`config.mk`:
```
export PLATFORM = sky130hd
export DESIGN_NAME = verdict_uart_tx
export DESIGN_NICKNAME = d
export VERILOG_FILES = /design/src/rtl/verdict_uart_tx.sv
export SDC_FILE = /design/constraint.sdc
export NUM_CORES = 1
export LEC_CHECK = 0
export CORE_MARGIN = 10
export CORE_UTILIZATION = 60
export CTS_CLUSTER_SIZE = 25
export DETAILED_ROUTE_END_ITERATION = 10
export PLACE_DENSITY = 0.76
export SYNTH_ARGS = -nofsm -noshare
export SYNTH_HDL_FRONTEND = slang
export SYNTH_SLANG_ARGS = --single-unit
```
`constraint.sdc`:
```
create_clock -name clk -period 4.18 [get_ports clk]
set_input_delay 0.627 -clock clk [delete_from_list [all_inputs] [get_ports clk]]
set_output_delay 0.627 -clock clk [all_outputs]
set_load 0.05 [all_outputs]
```
`src/rtl/verdict_uart_tx.sv`:
```
// verdict_uart_tx: turns accept/reject verdict edges into "ACK\n" / "NAK\n"
// on a UART line (8N1, LSB first, CLKS_PER_BIT clocks per bit).
// A one-deep pending slot holds a verdict that arrives mid-message; a newer
// verdict overwrites it and pulses overflow.
// Optional: define VERDICT_TX_PARITY_EN to insert an even parity bit
// between data bit 7 and the stop bit.
module verdict_uart_tx #(
  parameter int CLKS_PER_BIT = 104
) (
  input  logic clk,
  input  logic rst_n,
  input  logic accept,
  input  logic reject,
  output logic tx,
  output logic busy,
  output logic overflow
);

  localparam int CW = (CLKS_PER_BIT > 1) ? $clog2(CLKS_PER_BIT) : 1;

  typedef enum logic [2:0] {
    IDLE,
    START,
    DATA,
`ifdef VERDICT_TX_PARITY_EN
    PARITY,
`endif
    STOP
  } state_t;

  state_t          state, state_nxt;
  logic            acc_q, rej_q, armed;
  logic            acc_rise, rej_rise, ev, ev_nak;
  logic [CW-1:0]   baud_cnt;
  logic [2:0]      bit_cnt;
  logic [1:0]      byte_idx;
  logic            msg_nak;
  logic            pend_vld, pend_nak;
  logic            baud_end, last_stop, launch, launch_nak;
  logic [7:0]      cur_byte;

  // armed masks the first cycle after reset so a level already high is not an edge
  assign acc_rise   = armed & accept & ~acc_q;
  assign rej_rise   = armed & reject & ~rej_q;
  assign ev         = acc_rise | rej_rise;
  assign ev_nak     = rej_rise;           // reject wins a same-cycle tie
  assign baud_end   = (baud_cnt == CW'(CLKS_PER_BIT - 1));
  assign last_stop  = (state == STOP) && baud_end && (byte_idx == 2'd3);
  // a message starts from idle, or straight out of the final stop bit
  assign launch     = ((state == IDLE) || last_stop) && (ev || pend_vld);
  // the pending verdict is older than a same-cycle event, so it goes first
  assign launch_nak = pend_vld ? pend_nak : ev_nak;
  assign busy       = (state != IDLE);

  // message byte lookup
  always_comb begin
    cur_byte = 8'h0A;
    case ({msg_nak, byte_idx})
      3'b0_00: cur_byte = 8'h41;
      3'b0_01: cur_byte = 8'h43;
      3'b0_10: cur_byte = 8'h4B;
      3'b1_00: cur_byte = 8'h4E;
      3'b1_01: cur_byte = 8'h41;
      3'b1_10: cur_byte = 8'h4B;
      default: cur_byte = 8'h0A;
    endcase
  end

  // input edge registers
  always_ff @(posedge clk or negedge rst_n) begin
    if (!rst_n) begin
      acc_q <= 1'b0;
      rej_q <= 1'b0;
      armed <= 1'b0;
    end else begin
      acc_q <= accept;
      rej_q <= reject;
      armed <= 1'b1;
    end
  end

  // FSM state register
  always_ff @(posedge clk or negedge rst_n) begin
    if (!rst_n) state <= IDLE;
    else        state <= state_nxt;
  end

  // next-state and serial line decode
  always_comb begin
    state_nxt = state;
    tx        = 1'b1;
    case (state)
      IDLE:  if (launch) state_nxt = START;
      START: begin
        tx = 1'b0;
        if (baud_end) state_nxt = DATA;
      end
      DATA: begin
        tx = cur_byte[bit_cnt];
        if (baud_end && bit_cnt == 3'd7) begin
`ifdef VERDICT_TX_PARITY_EN
          state_nxt = PARITY;
`else
          state_nxt = STOP;
`endif
        end
      end
`ifdef VERDICT_TX_PARITY_EN
      PARITY: begin
        tx = ^cur_byte;
        if (baud_end) state_nxt = STOP;
      end
`endif
      STOP: begin
        if (baud_end) begin
          if (byte_idx != 2'd3) state_nxt = START;
          else if (launch)      state_nxt = START;
          else                  state_nxt = IDLE;
        end
      end
      default: state_nxt = IDLE;
    endcase
  end

  // baud, bit and byte counters; message select latched at launch
  always_ff @(posedge clk or negedge rst_n) begin
    if (!rst_n) begin
      baud_cnt <= '0;
      bit_cnt  <= '0;
      byte_idx <= '0;
      msg_nak  <= 1'b0;
    end else if (launch) begin
      baud_cnt <= '0;
      bit_cnt  <= '0;
      byte_idx <= '0;
      msg_nak  <= launch_nak;
    end else if (state != IDLE) begin
      baud_cnt <= baud_end ? '0 : baud_cnt + CW'(1);
      if (baud_end && state == DATA) bit_cnt  <= bit_cnt + 3'd1;
      if (baud_end && state == STOP) byte_idx <= byte_idx + 2'd1;
    end
  end

  // one-deep pending slot and overflow pulse
  always_ff @(posedge clk or negedge rst_n) begin
    if (!rst_n) begin
      pend_vld <= 1'b0;
      pend_nak <= 1'b0;
      overflow <= 1'b0;
    end else begin
      overflow <= 1'b0;
      if (launch) begin
        // slot drains into the new message; a same-cycle event refills it
        if (pend_vld) begin
          pend_vld <= ev;
          pend_nak <= ev_nak;
        end
      end else if (ev && busy) begin
        overflow <= pend_vld;
        pend_vld <= 1'b1;
        pend_nak <= ev_nak;
      end
    end
  end

endmodule

```
# After elaboration in Yosys (flattened, before gate mapping)
# Index checks and enable logic that the tools add are counted.
# W data, S select, Z words.
[word_totals]
regBits = 22
output_inout_bits = 3
elab_cells = 89
inputBits = 4
[classes]
add_sub_neg = 3
bitwise_logic = 7
mux = 29
eq_ne = 17
n_reduce_logical = 21
order_cmp = 1
[op_table]
columns = ["op", "n"]
rows = [
  ["$pmux W7 S4", 1],
  ["$mux W3", 7],
  ["$mux W7", 3],
  ["$eq A3 B3 Y1 const B", 4],
  ["$mux W1", 12],
  ["$ne A2 B2 Y1 const B", 6],
  ["$pmux W3 S4", 1],
  ["$eq A3 B2 Y1 const B", 3],
  ["$reduce_bool A2 Y1", 4],
  ["$add A7 B1 Y7 const B", 1],
  ["$eq A7 B7 Y1 const B", 1],
  ["$eq A3 B1 Y1 const B", 2],
  ["$logic_and A1 B1 Y1", 6],
  ["$logic_not A3 Y1", 2],
  ["$mux W2", 3],
  ["$reduce_and A2 Y1", 3],
  ["$and A1 B1 Y1", 4],
  ["$lt A3 B4 Y1 const B", 1],
  ["$reduce_and A4 Y1", 1],
  ["$reduce_or A2 Y1", 2],
  ["$add A3 B1 Y3 const B", 1],
  ["$bmux W1 S3", 1],
  ["$reduce_bool A3 Y1", 1],
  ["$add A2 B1 Y2 const B", 1],
  ["5 further kinds", 7],
]

# Logic depth before layout (Yosys ltp)
# Gate-level depths: netlist (run 1).
[depth]
word_depth = 9
depth_mapped = 8
ltp_nobuf = 7

# Worst setup path before layout (run 1)
# No wires, ideal clock.
[synth_timing]
path_kind = "reg2out"
startpoint = "reg byte_idx[0]"
endpoint = "out tx"
path_stages_with_launch = 7
slack_ps = 1790
required_time_ps = 3553
path_buffers = 0
t_arrival_ps = 1763
path_cell_list = "dfrtp_1 > inv_1 > ha_1 > nor3_1 > o31ai_1 > nand2_1 > o22ai_1"
[synth_via]
elab_chain_len = 6
word_cells_on_any_way = 12
classes_between = "5 x eq/ne; 4 x mux; 3 x reduce/logical"
[synth_lines]
columns = ["item", "line", "source"]
rows = [
  ["start, declared", "36", "logic [1:0] byte_idx;"],
  ["start signal, assigned", "140", "if (baud_end && state == STOP) byte_idx <= byte_idx + 2'd1;"],
  ["$eq A3 B3 Y1, or another cell as far along", "58", "case ({msg_nak, byte_idx})"],
  ["$reduce_or A2 Y1 (no source line)", "-", ""],
  ["$pmux W7 S4 *", "58", ""],
  ["$bmux W1 S3 *", "99", "tx = cur_byte[bit_cnt];"],
  ["$mux W1 (implied by the code) *", "99", ""],
  ["$pmux W1 S2 *", "92", "case (state)"],
  ["end, declared", "14", "output logic tx,"],
]
# Mark *: on every way between the ends. The rest lies on a longest branch, timed or not. The select of a mux whose other input is x is not followed.

# Worst setup path in the final report (run 1)
# Ends and elaborated chain as after synthesis.

==> summary.md, run 1 <==
| Metric | Value |
|---|---|
| Status | `complete, no violations` |
| Ant. Diodes | `0` |
| H-tree levels | `1` |
| Most instantiated library cell after synthesis | `dfrtp_1` |
| Share of post-route cells with drive strength above 1 | `7.092%` |
| Post-synthesis cell area | `1262 sq um` |
| RSZ-0062 raised after global routing | `no` |
| First-pass GRT wire length | `4229 um` |
| DPL Wire Length | `1662 um` |
| Worst setup SP type | `flip-flop` |
| Vias | `923` |
| Rel. slew slack | `38.01%` |
| Largest net degree at the start of global routing | `22` |
| Drt wl/cell | `13.21 um` |
| Worst-path cell chain | `inv_1, ha_1, a21oi_1, o22ai_1, a211oi_1, o22ai_1, clkdlybuf4s50_1` |
| # resized after CTS | `0` |
| I/O Buffers | `6` |
| Fin crit share | `72.93%` |
| Worst hold endpoint | `pend_nak` |
| Hold WC Path Type | `reg -> reg` |
| Post-synth EDFFs | `0` |
| Root Buffer | `clkbuf_4` |
| Inst Count DP | `164` |
| Routability cong. | `0.8081` |
| Yosys reg bits | `21` |
| Reg2reg setup slack | `2.22 ns` |
| DRC | `0` |
| CTS tree | `yes` |
| CP peak stage delay | `0.71 ns` |
| Post-Layout Cell Count | `168` |
| Initial core utilization | `63.70%` |
| Final max-slew violation count | `0` |
| Row count | `16` |
| Worst r2r src | `state[1]` |
| Die Wd | `65.87 um` |
| Reg clk slew, reported paths | `0.12 ns` |
| Arrival time at the worst endpoint | `2.42 ns` |
| Final TNS setup | `0 ns` |
| Yosys Warn Count | `0` |
| Distinct cells, synth | `35` |
| Overflow after GRT | `0` |
| TritonCTS Sinks | `21` |
| Number of fillers in the final layout | `145` |
| Hold Buf Count CTS | `0` |
| Max FO, Critical Path | `5` |
| Synth area leader | `dfrtp_1` |
| Top cell type's share of synthesized area | `41.63%` |
| Die H | `65.87 um` |
| Crit-path slowest cell | `clkdlybuf4s50_1` |
| Gr usage total | `11.95%` |
| WP data required | `3.55 ns` |
| Leakage | `0.5711 nW` |
| FMAX | `0.3280 GHz` |
| Worst Reg-to-Reg Cells | `6` |
| Syn avg cell area | `9.421 sq um` |
| Reg-to-reg endpoint | `baud_cnt[4]` |
| Postcts setup bufs | `0` |
| Prevailing post-synth register cell | `dfrtp_1` |
| CTS max path bufs | `2` |
| Most used cell, CP | `o22ai_1` |
| Routed Antenna Nets | `0` |
| CTS Buf Count | `3` |
| Sequential fraction of the synthesis area | `41.63%` |
| Via density | `5.494` |
| Die Area | `4339 sq um` |
| Final setup fails | `0` |
| Peak supply drop | `0.2415 mV` |
| Gate Count Post-Synth | `134` |
| Nets | `157` |
| Slew @ Worst Pin | `0.9270 ns` |
| Core Box Area | `1982 sq um` |
| WS Path Type | `reg -> out` |
| Initial antenna violation count | `0` |
| Worst Hold Depth | `2` |
| IO Pins | `7` |
| Max Cap Viol | `0` |
| Fin crit period | `3.049 ns` |
| Vias in the first global route | `967` |
| Synth area leaders | `dfrtp_1 42%, ha_1 11%, o21ai_0 5.2%` |
| Pwr dens | `238.6 nW/um^2` |
| Most frequent cells after synthesis | `21 x dfrtp_1, 13 x o21ai_0, 12 x nor2_1` |
| Hold path start | `pend_nak` |
| Initial DRC Count | `68` |
| Skew final | `0.002866 ns` |
| Area added between synthesis and finish | `8.722%` |
| TritonRoute pass-1 iters | `4` |
| Crit end category | `output pin` |
| Final WL | `2220 um` |
| Worst skew pair latency | `0.31 ns` |
| Final Hold Fails | `0` |
| FFs w/ async S/R, synth | `100.0%` |
| Syn Nets | `149` |
[critical path, delay by kind of cell, from the launching register on]
kind / cells / cell delay (ns)
AO/OA/AOI/OAI: 4 / 0.60
flip-flops: 1 / 0.46
buffers and inverters: 2 / 0.80
adder cells (fa/ha/maj): 1 / 0.24
[cells by family (layout without fill, tap and decap cells)]
| group | count (synthesis) | after routing | share of synthesized area [%] |
|---|---|---|---|
| AND/OR/NAND/NOR | 44 | 44 | 17.64 |
| AO/OA/AOI/OAI | 35 | 35 | 18.73 |
| flip-flops | 21 | 21 | 41.63 |
| buffers and inverters | 14 | 21 | 4.361 |
| adder cells (fa/ha/maj) | 12 | 12 | 11.69 |
| multiplexers | 4 | 4 | 3.568 |
| XOR/XNOR | 3 | 3 | 2.082 |
| other | 1 | 1 | 0.2970 |
[placed cells by master, fill, tap and decap left out, types with 2 or more instances in the layout]
master,n
dfrtp_1,21
o21ai_0,13
nor2_1,12
inv_1,11
ha_1,11
nand2_1,9
a21oi_1,7
nand3_1,6
clkdlybuf4s50_1,6
nor3_1,4
nor2b_1,4
o31ai_1,3
and3_1,3
mux2i_1,3
clkbuf_4,3
o22ai_1,2
o21ai_1,2
nand2b_1,2
xnor2_1,2
[power by group]
part           internal, mW  total (mW)  switching (mW)
Combinational       0.00625      0.0170          0.0107
Clock                0.0365       0.103          0.0662
Sequential            0.207       0.208         0.00131
[worst max path at each step]
stage	startpoint	to	slack, ns
after floorplan	byte_idx[0]	tx	1.79
after global placement	byte_idx[0]	tx	1.58
after detailed placement	byte_idx[0]	tx	1.49
after global routing	byte_idx[0]	tx	0.91
after CTS	byte_idx[0]	tx	1.11
final	byte_idx[0]	tx	1.13
[flip-flops by register name (all words and copies together) (netlist names)]
signal and cells:
overflow 1, acc_q 1, pend_nak 1, armed 1, baud_cnt 7, msg_nak 1
rej_q 1, bit_cnt 3, byte_idx 2, pend_vld 1, state 2
[layout make-up]
cell class / instances / area [sq um] / share of cell area (%)
Clock buffer: 3 / 22.52 / 1.641
Timing Repair Buffer: 6 / 60.06 / 4.376
Sequential cell: 21 / 525.5 / 38.29
Multi-Input combinational cell: 99 / 681.9 / 49.68
Inverter: 11 / 41.29 / 3.008
Tap cell: 27 / 33.78 / 2.461
Clock inverter: 1 / 7.507 / 0.5469
[per-layer routing]
layer	wire [um]	vias up	track usage [%]
met1	1047	433	14.50
li1	-	478	-
met3	55	5	2.712
met4	41	0	5.080
met2	1076	7	19.69
met5	0	-	0
[stage by stage]
| stage | setup slack [ns] | hold slack, ns | area [sq um] | utilization (%) | power (mW) |
|---|---|---|---|---|---|
| 2_1_floorplan | 1.790 | 0.3314 | 1262 | - | 0.2196 |
| 3_3_place_gp | 1.578 | 0.4900 | 1343 | 67.74 | 0.2286 |
| 3_5_place_dp | 1.488 | 0.5013 | 1343 | 67.74 | 0.2291 |
| 4_1_cts | 1.113 | 0.5294 | 1373 | 69.26 | 0.3329 |
| 5_1_grt | 0.9082 | 0.5756 | 1373 | 69.26 | 0.3444 |
| 6_report | 1.131 | 0.5275 | 1373 | 69.26 | 0.3276 |
Note: power is estimated with default switching activity, not from simulation.
==> run 2, diff against run 1 <==
Settings changed: CORE_ASPECT_RATIO set to 1.75, CORE_UTILIZATION 60 to 52, PLACE_DENSITY 0.76 to 0.7.
Clock period 4.18 ns to 2.8 ns, I/O delays scaled along.
==> summary.md, run 2 (same netlist as run 1, synthesis figures left out) <==
| Metric | Value |
|---|---|
| Initial core utilization | `54.84% (-8.9 points)` |
| Postcts setup bufs | `0 (unchanged)` |
| Ant. Diodes | `0 (unchanged)` |
| Gr usage total | `10.40% (-1.5 points)` |
| Final WL | `2399 um (+8.1%)` |
| Slew @ Worst Pin | `0.6231 ns (-0.3038 ns)` |
| Reg2reg setup slack | `0.92 ns (-1.30 ns)` |
| Max reg flops | `7 (unchanged)` |
| Initial antenna violation count | `0 (unchanged)` |
| Overflow after GRT | `0 (unchanged)` |
| Core Box Area | `2302 sq um (+16%)` |
| Most common cell after layout, fill and taps aside | `dfrtp_1` |
| Final setup fails | `0 (unchanged)` |
| CTS Buf Count | `3 (unchanged)` |
| Fin crit share | `84.99%` |
| Commonest non-fill, non-tap cells in the layout | `21 x dfrtp_1, 13 x o21ai_0, 12 x nor2_1` |
| Hold Buf Count CTS | `0 (unchanged)` |
| IO Pins | `7 (unchanged)` |
| Arrival time at the worst endpoint | `1.96 ns (-0.46 ns)` |
| Final max-slew violation count | `0 (unchanged)` |
| Hold WC Path Type | `in -> async` |
| Vias | `954 (+3.4%)` |
| Worst r2r src | `baud_cnt[0]` |
| Drt wl/cell | `14.28 um (+8.1%)` |
| RSZ-0062 raised after global routing | `no` |
| Largest reg by FF count | `baud_cnt` |
| Largest net degree at the start of global routing | `22 (unchanged)` |
| CTS tree | `yes` |
| Peak supply drop | `0.3249 mV (+35%)` |
| Nets | `159 (+1.3%)` |
| # resized after CTS | `0 (unchanged)` |
| Final TNS setup | `0 ns (unchanged)` |
| Die Area | `4876 sq um (+12%)` |
| Initial DRC Count | `8 (-88%)` |
| Leakage | `0.6117 nW (+7.1%)` |
| TritonCTS Sinks | `21 (unchanged)` |
| Row count | `23 (+7)` |
| Reg clk slew, reported paths | `0.08 ns (-0.04 ns)` |
| Share of post-route cells with drive strength above 1 | `8.392% (+1.3 points)` |
| I/O Buffers | `6 (unchanged)` |
| CTS max path bufs | `2 (unchanged)` |
| Worst Reg-to-Reg Cells | `6 (unchanged)` |
| Routability cong. | `0.7559 (-6.5%)` |
| Max Cap Viol | `0 (unchanged)` |
| Root Buffer | `clkbuf_8` |
| Area added between synthesis and finish | `11.20%` |
| Routed Antenna Nets | `0 (unchanged)` |
| Die Wd | `57.25 um (-13%)` |
| Die H | `85.18 um (+29%)` |
| WS Path Type | `reg -> out` |
| Max FO, Critical Path | `5 (unchanged)` |
| Worst skew pair latency | `0.26 ns (-0.05 ns)` |
| Status | `complete, no violations` |
| Cell Area, Placed | `1355 sq um (+0.93%)` |
| Crit end category | `output pin` |
| Fin crit period | `2.380 ns` |
| Reg-to-reg endpoint | `byte_idx[0]` |
| Final Hold Fails | `0 (unchanged)` |
| FMAX | `0.4202 GHz` |
| Number of fillers in the final layout | `194 (+34%)` |
| DRC | `0 (unchanged)` |
| Pwr dens | `384.1 nW/um^2 (+61%)` |
| WP data required | `2.38 ns (-1.17 ns)` |
| Skew final | `0.002870 ns (+0.000003950 ns)` |
| TritonRoute pass-1 iters | `4 (unchanged)` |
| Vias in the first global route | `975 (+0.83%)` |
| Worst setup SP type | `flip-flop` |
| CP startpoint | `byte_idx[0]` |
| First-pass GRT wire length | `4195 um (-0.80%)` |
| Via density | `5.679 (+3.4%)` |
| Top flop regs | `baud_cnt x7, bit_cnt x3` |
| H-tree levels | `1 (unchanged)` |
| DPL Wire Length | `1864 um (+12%)` |
| Rel. slew slack | `58.14% (+20 points)` |
| Fin area | `1404 sq um (+2.3%)` |
-- run 2: changes by cell type in the layout (fill, tap and decap cells not counted), sizes merged --
cell / previous run / this run
buf: 0 / 2
clkdlybuf4s50: 6 / 5
clkinv: 0 / 1
clkinvlp: 1 / 0
dlymetal6s2s: 0 / 1
-- run 2: layout make-up --
class / count / area, sq um / area share [%]
multi-input combinational: 99 / 681.9 / 48.57
clock buffer: 3 / 41.29 / 2.941
timing repair buffer: 8 / 77.57 / 5.526
sequential: 21 / 525.5 / 37.43
inverter: 11 / 41.29 / 2.941
tap: 25 / 31.28 / 2.228
clock inverter: 1 / 5.005 / 0.3565
-- run 2: metrics by stage --
stage	cells	power (mW)	hold slack (ns)	utilization (%)	setup WS, ns
2_1_floorplan	134	0.3278	0.1244	-	0.6165
3_3_place_gp	164	0.3427	0.4924	58.86	0.3724
3_5_place_dp	164	0.3439	0.5154	58.86	0.3375
4_1_cts	168	0.5426	0.5137	60.87	0.04409
5_1_grt	168	0.5532	0.5220	60.98	0.2687
6_report	168	0.5392	0.4988	60.98	0.4202
-- run 2: report_power, final --
part	total, mW	switching, mW	internal [mW]	leakage [nW]
Combinational	0.0266	0.0163	0.0102	0.328
Clock	0.202	0.103	0.0993	0.0255
Sequential	0.311	0.00254	0.308	0.258
Total	0.539	0.121	0.418	0.612
-- run 2: worst max-delay path: stages, from the launching register on --
cell	delay, ns
dfrtp_1	0.44
inv_1	0.10
ha_1	0.22
nor2_1	0.06
o21ai_0	0.15
nand2_1	0.08
a211oi_1	0.22
o22ai_1	0.11
dlymetal6s2s_1	0.32
-- run 2: worst max-delay path by stage --
stage,end,slack (ns),depth (start not counted)
2_1_floorplan,tx,0.62,6
5_1_grt,tx,0.27,7
6_report,tx,0.42,8
4_1_cts,tx,0.04,8
3_5_place_dp,tx,0.34,8
3_3_place_gp,tx,0.37,7
-- run 2: per-layer routing --
metal	share of wire, %	GRT usage (%)
met3	2.4	1.791
met4	1.9	4.936
met5	0	0
met1	40	10.72
met2	56	19.23
==> run 3, diff against run 2 <==
Clock period 2.8 ns to 1.9 ns, I/O delays scaled along.
==> summary.md, run 3 (same netlist as run 1, synthesis figures left out) <==
| Metric | Value |
|---|---|
| Combinational share of power | `5.4% (+0.5 points)` |
| CTS tree | `yes` |
| Seq pwr share | `57.4% (-0.2 points)` |
| Sw frac | `22.62% (+0.087 points)` |
| Initial antenna violation count | `0 (unchanged)` |
| Row count | `23 (unchanged)` |
| Hold WS | `0.3657 ns (-0.1331 ns)` |
| Clock power frac | `37.2% (-0.2 points)` |
| Reg clk slew, reported paths | `0.08 ns (about the same)` |
| Final setup fails | `1 (+1)` |
| I/O Buffers | `6 (unchanged)` |
| Fin crit share | `103.7%` |
| First-pass GRT wire length | `4747 um (+13%)` |
| Initial core utilization | `54.84% (unchanged)` |
| Peak supply drop | `0.3250 mV (about the same)` |
| Most common cell after layout, fill and taps aside | `dfrtp_1` |
| Final WL | `2688 um (+12%)` |
| Routability cong. | `0.7898 (+4.5%)` |
| Vias in the first global route | `1,047 (+7.4%)` |
| Die Area | `4876 sq um (unchanged)` |
| Root Buffer | `clkbuf_8` |
| Hold Buf Count CTS | `0 (unchanged)` |
| Pre-CTS setup slack | `-0.02095 ns (-0.3585 ns)` |
| Fin area | `1534 sq um (+9.3%)` |
| Status | `complete, but fails checks` |
| Pint | `617.0 uW (+48%)` |
| Crit end category | `output pin` |
| Inst Count DP | `171 (+4.3%)` |
| Via density | `5.691 (+0.22%)` |
| TritonRoute pass-1 iters | `4 (unchanged)` |
| FMAX | `0.5077 GHz` |
| DRC | `0 (unchanged)` |
| Tot Pwr | `797.3 uW (+48%)` |
| Largest reg by FF count | `baud_cnt` |
| Max Cap Viol | `0 (unchanged)` |
| Max reg flops | `7 (unchanged)` |
| Cell Area, Placed | `1413 sq um (+4.2%)` |
| Leakage | `0.6578 nW (+7.5%)` |
| Max FO, Critical Path | `3 (-2)` |
| Initial DRC Count | `26 (+18)` |
| Die Wd | `57.25 um (unchanged)` |
| Final worst slack | `-0.06982 ns (-0.4901 ns)` |
| Gr usage total | `11.95% (+1.5 points)` |
| Worst setup SP type | `flip-flop` |
| Final Hold Fails | `0 (unchanged)` |
| Skew final | `0.002153 ns (-0.0007164 ns)` |
| Vias | `1,013 (+6.2%)` |
| Core Box Area | `2302 sq um (unchanged)` |
| Ant. Diodes | `0 (unchanged)` |
| Slew @ Worst Pin | `0.5172 ns (-0.1059 ns)` |
| TritonCTS Sinks | `21 (unchanged)` |
| Share of post-route cells with drive strength above 1 | `22.22% (+14 points)` |
| Hold WC Path Type | `in -> async` |
| Sw power | `180.3 uW (+48%)` |
| Final TNS setup | `-0.06982 ns (-0.06982 ns)` |
| Failing checks | `negative setup slack` |
| Drt wl/cell | `15.10 um (+5.8%)` |
| CTS max path bufs | `2 (unchanged)` |
| Number of fillers in the final layout | `191 (-1.5%)` |
| Fin crit period | `1.970 ns` |
| Pwr dens | `519.8 nW/um^2 (+35%)` |
| WS Path Type | `reg -> out` |
| WP data required | `1.62 ns (-0.76 ns)` |
| Worst skew pair latency | `0.26 ns (about the same)` |
| Routed Antenna Nets | `0 (unchanged)` |
| Area added between synthesis and finish | `21.51%` |
| Post-Layout Cell Count | `178 (+6.0%)` |
| Largest net degree at the start of global routing | `22 (unchanged)` |
| H-tree levels | `1 (unchanged)` |
| RSZ-0062 raised after global routing | `yes` |
| IO Pins | `7 (unchanged)` |
| Nets | `169 (+6.3%)` |
| Overflow after GRT | `0 (unchanged)` |
| Die H | `85.18 um (unchanged)` |
| Top flop regs | `baud_cnt x7, bit_cnt x3` |
| Final max-slew violation count | `0 (unchanged)` |
| Rel. slew slack | `65.25% (+7.1 points)` |
| Arrival time at the worst endpoint | `1.68 ns (-0.28 ns)` |
| CTS Buf Count | `3 (unchanged)` |
| Commonest non-fill, non-tap cells in the layout | `21 x dfrtp_1, 13 x buf_4, 12 x o21ai_0` |
| DPL Wire Length | `2022 um (+8.5%)` |
| Post-layout util | `66.63% (+5.7 points)` |
## run 3: metal layers
layer | GRT usage, % | vias to the layer above | share of wire [%]
met2 | 23.39 | 13 | 59
li1 | - | 498 | -
met5 | 0 | - | 0
met4 | 5.365 | 0 | 2.0
met3 | 2.090 | 6 | 2.2
met1 | 11.27 | 496 | 37
## run 3: final timing paths
check	cells after the start	startpoint	endpoint	slack (ns)
min in group clk	1	reject	rej_q	0.48
hold / removal	2	rst_n	baud_cnt[3]	0.37
max in group asynchronous	2	rst_n	baud_cnt[5]	1.31
hold reg to reg	2	baud_cnt[6]	baud_cnt[6]	0.55
setup reg to reg	6	baud_cnt[0]	pend_nak	0.12
setup / recovery	7	byte_idx[0]	tx	-0.07
## run 3: final cells by class
type | instances | area [sq um] | share of cell area, %
multi-input cells | 99 | 737.0 | 48.04
flip-flops and latches | 21 | 525.5 | 34.26
repair buffers | 18 | 148.9 | 9.706
inverters | 11 | 45.04 | 2.936
clock buffers | 3 | 41.29 | 2.692
well taps | 25 | 31.28 | 2.039
clock inverters | 1 | 5.005 | 0.3263
## run 3: power groups by stage
stage | logic, mW | registers, mW | clock network [mW]
floorplan | 0.0125 | 0.471 | 0
CTS | 0.0438 | 0.458 | 0.304
finish | 0.0429 | 0.458 | 0.297
global route | 0.0469 | 0.459 | 0.315
global placement | 0.0419 | 0.466 | 0
detailed placement | 0.0433 | 0.467 | 0
## run 3: timing repair
item,4_1_cts,5_1_grt
endpoints found under the setup margin,1,3
pin swaps,3,2
gates resized for setup,9,3
buffers inserted,3,0
## run 3: critical path, stage by stage (launching register included)
cell and delay (ns):
dfrtp_1 0.39, inv_1 0.13, ha_1 0.23, nor3_1 0.07, o31ai_1 0.20, nand2_1 0.10, o22ai_2 0.14, buf_6 0.18
==> RTL edit 1, RTL diff (settings of run 2) <==
Encoding of `state_t`: now one-hot (4 bits for 4 states).
--- a/src/rtl/verdict_uart_tx.sv
+++ b/src/rtl/verdict_uart_tx.sv
@@ -18,14 +18,14 @@
 
   localparam int CW = (CLKS_PER_BIT > 1) ? $clog2(CLKS_PER_BIT) : 1;
 
-  typedef enum logic [2:0] {
-    IDLE,
-    START,
-    DATA,
+  typedef enum logic [3:0] {
+    IDLE  = 4'b0001,
+    START = 4'b0010,
+    DATA  = 4'b0100,
 `ifdef VERDICT_TX_PARITY_EN
     PARITY,
 `endif
-    STOP
+    STOP  = 4'b1000
   } state_t;
 
   state_t          state, state_nxt;
Check against the original RTL: no difference found for any inputs over 10 cycles, from zero or initial values and one cycle with rst_n low; not proved beyond that.
==> RTL edit 1 against run 2 <==
- worst setup slack worse by 0.13 ns
- synthesized area rose by 7.1%
- synthesized cell count is 6.0% higher
- die area rose by 5.0%
- sequential cell count rose by 2
- maximum frequency fell by 5.1%
- wire length up 5.8%
- design area grew 5.6%
- utilization is 1.5 points lower
Power is not compared: it rests on default switching activity, and its combinational part moved more than twofold at a synthesized area within 25%.
==> RTL edit 1: results (changes against run 2) <==
| Metric | Value |
|---|---|
| Starting DRC count in detailed routing | 27 (+19) |
| Least-Margin Pin Slew | 0.5032 ns (-0.1199 ns) |
| Library cells used by synthesis | 46 (+31%) |
| Dpl cells | 173 (+5.5%) |
| HPWL after DPL | 1931 µm (+3.6%) |
| Clock Latency Late Sink | 0.27 ns |
| Worst slack, placed | 0.5893 ns (+0.2517 ns) |
| Vias/cell | 5.944 (+4.7%) |
| Reg2reg setup slack | 0.64 ns (-0.28 ns) |
| Top cells by area, synth | dfrtp_1, ha_1, o21ai_0 |
| CP max FO | 7 (+2) |
| Global placement routability congestion | 0.9039 (+20%) |
| Number of global-route vias before repair | 1,095 (+12%) |
| Detailed Route WL | 2539 µm (+5.8%) |
| Area post-placement | 1434 µm² (+5.8%) |
| Fraction of layout cells with a size suffix above 1 | 0.09934 (+0.01542) |
| Net Count, Synth | 153 (+2.7%) |
| Biggest regs | baud_cnt: 7 flops, state: 4 flops, bit_cnt: 3 flops |
| # fillers | 227 (+17%) |
| Reg2reg start | state[2] |
| Worst Clk Skew | 0.005257 ns (+0.002388 ns) |
| Syn_area_per_cell | 9.525 µm² (+1.1%) |
| Peak VDD IR | 563.1 µV |
| Status | complete, no violations |
| Post-route non-filler standard cell count | 177 (+5.4%) |
| Nets | 163 (+2.5%) |
| Synth cell count leaders | dfrtp_1, nand2_1, nor2_1, o21ai_0, inv_1 |
| Largest net degree at the start of global routing | 24 (+9.1%) |
| Arrival @ worst endpoint | 2.09 ns (+0.13 ns) |
| Sequential area share after synthesis | 0.4265 (+0.01020) |
-- RTL edit 1: cell count changes after synthesis, sizes merged, moves of 2 or more --
cell	delta
a21oi	-4
ha	-4
inv	-2
nand2	+5
nand3	-3
nor3	+3
o31ai	-2
xor2	+3
-- RTL edit 1: kinds of logic (layout without fill, tap and decap cells) --
logic type / after synthesis / after routing / synth area share
fa+ha+maj: 8 / 8 / 0.07215
other cells: 1 / 1 / 0.002773
simple gates: 49 / 49 / 0.1869
mux: 6 / 6 / 0.04903
flops: 23 / 23 / 0.4265
buf+inv: 12 / 21 / 0.04255
xor+xnor: 6 / 6 / 0.03885
compound gates: 37 / 37 / 0.1813
-- RTL edit 1: per-stage QoR --
| step | hold WS [ns] | util |
|---|---|---|
| 6_report | 0.4943 | 0.5949 |
| 5_1_grt | 0.5284 | 0.5949 |
| 4_1_cts | 0.5014 | 0.5949 |
| 3_5_place_dp | 0.5013 | 0.5753 |
| 3_3_place_gp | 0.4907 | 0.5753 |
| 2_1_floorplan | 0.1244 | - |
-- RTL edit 1: worst max-delay path by stage --
stage,from,to,slack [ns],cells past startpoint
3_5_place_dp,state[2],busy,0.59,4
6_report,state[2],busy,0.29,4
3_3_place_gp,state[3],busy,0.66,4
2_1_floorplan,byte_idx[0],tx,0.22,6
5_1_grt,state[2],busy,0.20,4
4_1_cts,state[2],busy,0.29,4
-- RTL edit 1: power breakdown --
group          internal, µW  leakage (µW)  switching, µW
logic                   220      0.000337            331
registers               422      0.000299           90.0
clock network           101     0.0000217            110
total                   742      0.000658            531
-- RTL edit 1: layout make-up --
type | instances | area (µm²) | area share
Sequential cell | 23 | 576.8 | 0.3890
Clock inverter | 1 | 7.507 | 0.005063
Multi-Input combinational cell | 107 | 718.2 | 0.4844
Clock buffer | 3 | 41.29 | 0.02785
Tap cell | 26 | 32.53 | 0.02194
Timing Repair Buffer | 8 | 72.57 | 0.04895
Inverter | 9 | 33.78 | 0.02278
-- RTL edit 1: layer usage --
layer | track usage | part of all wire | wire [µm] | vias to the layer above
li1 | - | - | - | 518
met1 | 0.1182 | 0.41 | 1051 | 498
met2 | 0.2027 | 0.53 | 1349 | 27
met3 | 0.01901 | 0.030 | 76 | 9
met4 | 0.05794 | 0.024 | 62 | 0
met5 | 0 | 0 | 0 | -
-- RTL edit 1: worst max-delay path: stages (launching register included) --
cell and delay, ns:
dfrtp_1 0.49, nor2_1 0.09, and3_1 0.27, inv_2 0.14
clkdlybuf4s50_1 0.82
==> RTL edit 2, RTL diff (config.mk and constraints of run 2) <==
Made on the original files. Set the parameter `CLKS_PER_BIT` to 156 (it was 104).
--- a/src/rtl/verdict_uart_tx.sv
+++ b/src/rtl/verdict_uart_tx.sv
@@ -5,7 +5,7 @@
 // Optional: define VERDICT_TX_PARITY_EN to insert an even parity bit
 // between data bit 7 and the stop bit.
 module verdict_uart_tx #(
-  parameter int CLKS_PER_BIT = 104
+  parameter int CLKS_PER_BIT = 156
 ) (
   input  logic clk,
   input  logic rst_n,
Check against the original RTL: no difference found for any inputs over 10 cycles, from zero or initial values and one cycle with rst_n low; that may be too few to reach the edited logic, so the function may still have changed.
==> RTL edit 2 against run 2 <==
- count of clock-buffer cells in the layout stayed put
- sequential cell count rose by 1
- final cell count shrank 1.8%
- design area grew 2.0%
- utilization is 1.3 points higher
- largest cell class unchanged
- die area barely moved
- clock power rose by 47%
- worst setup slack improved by 0.00070 ns
- wire length up 4.7%
- synthesized area hardly changed
- power is 22% higher
==> RTL edit 2: results (changes against run 2) <==
| Metric | Value |
|---|---|
| Status | complete, no violations |
| CP max FO | 8 (+3) |
| Fraction of layout cells with a size suffix above 1 | 0.05714 (-0.02677) |
| Max_slew headroom | 0.6195 (+0.03817) |
| Syn_area_per_cell | 9.628 µm² (+2.2%) |
| Routing usage on met1 | 0.1058 (-0.001363) |
| GRT met3 Usage | 0.02239 (+0.004478) |
| Met3 routed WL | 67 µm (+16%) |
| Worst Clk Skew | 0.002987 ns (+0.0001176 ns) |
| Post-route non-filler standard cell count | 165 (-1.8%) |
| Sequential area share after synthesis | 0.4365 (+0.02025) |
| Synth cell count leaders | dfrtp_1, nor2_1, ha_1, inv_1 |
| Nets | 156 (-1.9%) |
| Reg2reg start | baud_cnt[1] |
| Setup crit end | busy |
| Largest net degree at the start of global routing | 23 (+4.5%) |
| # fillers | 221 (+14%) |
| Global placement routability congestion | 0.7596 (+0.49%) |
| Number of global-route vias before repair | 1,019 (+4.5%) |
| Peak VDD IR | 543.8 µV (+67%) |
| Library cells used by synthesis | 41 (+17%) |
| Worst Setup SP | state[0] |
| Biggest regs | baud_cnt: 8 flops, bit_cnt: 3 flops |
| Net Count, Synth | 146 (-2.0%) |
| Routed wire per std cell | 15.22 µm (+6.6%) |
| Reg2reg setup slack | 0.54 ns (-0.38 ns) |
| R2R Path End | bit_cnt[0] |
## RTL edit 2: cell types whose count changed in the layout (fill, tap and decap cells not counted), moves of 3 or more
cell | before | now
nor2_1 | 12 | 16
nand3_1 | 6 | 2
xnor2_1 | 2 | 5
o21ai_0 | 13 | 3
a211oi_1 | 1 | 4
nand2_1 | 9 | 6
## RTL edit 2: where the power goes
group / internal, µW / switching (µW)
Combinational: 15.0 / 20.7
Clock: 191 / 105
Sequential: 323 / 3.58
## RTL edit 2: layout make-up
class | instances | share of cell area
Multi-Input combinational cell | 96 | 0.4611
Sequential cell | 22 | 0.3843
Timing Repair Buffer | 9 | 0.05939
Clock buffer | 3 | 0.02882
Inverter | 9 | 0.02358
Tap cell | 25 | 0.02183
Clock inverter | 1 | 0.02096
## RTL edit 2: critical path, cell delays in order (launching register included)
cell             delay (ns)
dfrtp_1                0.38
inv_1                  0.08
ha_1                   0.30
inv_1                  0.11
clkdlybuf4s50_1        0.82
## RTL edit 2: kinds of logic (layout without fill, tap and decap cells)
family,count (synthesis),count (layout),synth area share
buf+inv,13,22,0.03968
simple gates,40,40,0.1508
fa+ha+maj,12,12,0.1171
mux,3,3,0.02579
flops,22,22,0.4365
other cells,1,1,0.002973
compound gates,34,34,0.1855
xor+xnor,6,6,0.04167
## RTL edit 2: stage by stage
stage | area (µm²) | power [µW] | worst slack (ns) | utilization
floorplan | 1261 | 350.6 | 0.5726 | -
global placement | 1359 | 367.4 | 0.4111 | 0.5902
detailed placement | 1359 | 369.7 | 0.3328 | 0.5902
CTS | 1430 | 662.7 | 0.03735 | 0.6212
global route | 1433 | 682.7 | 0.2046 | 0.6223
finish | 1433 | 658.4 | 0.4209 | 0.6223
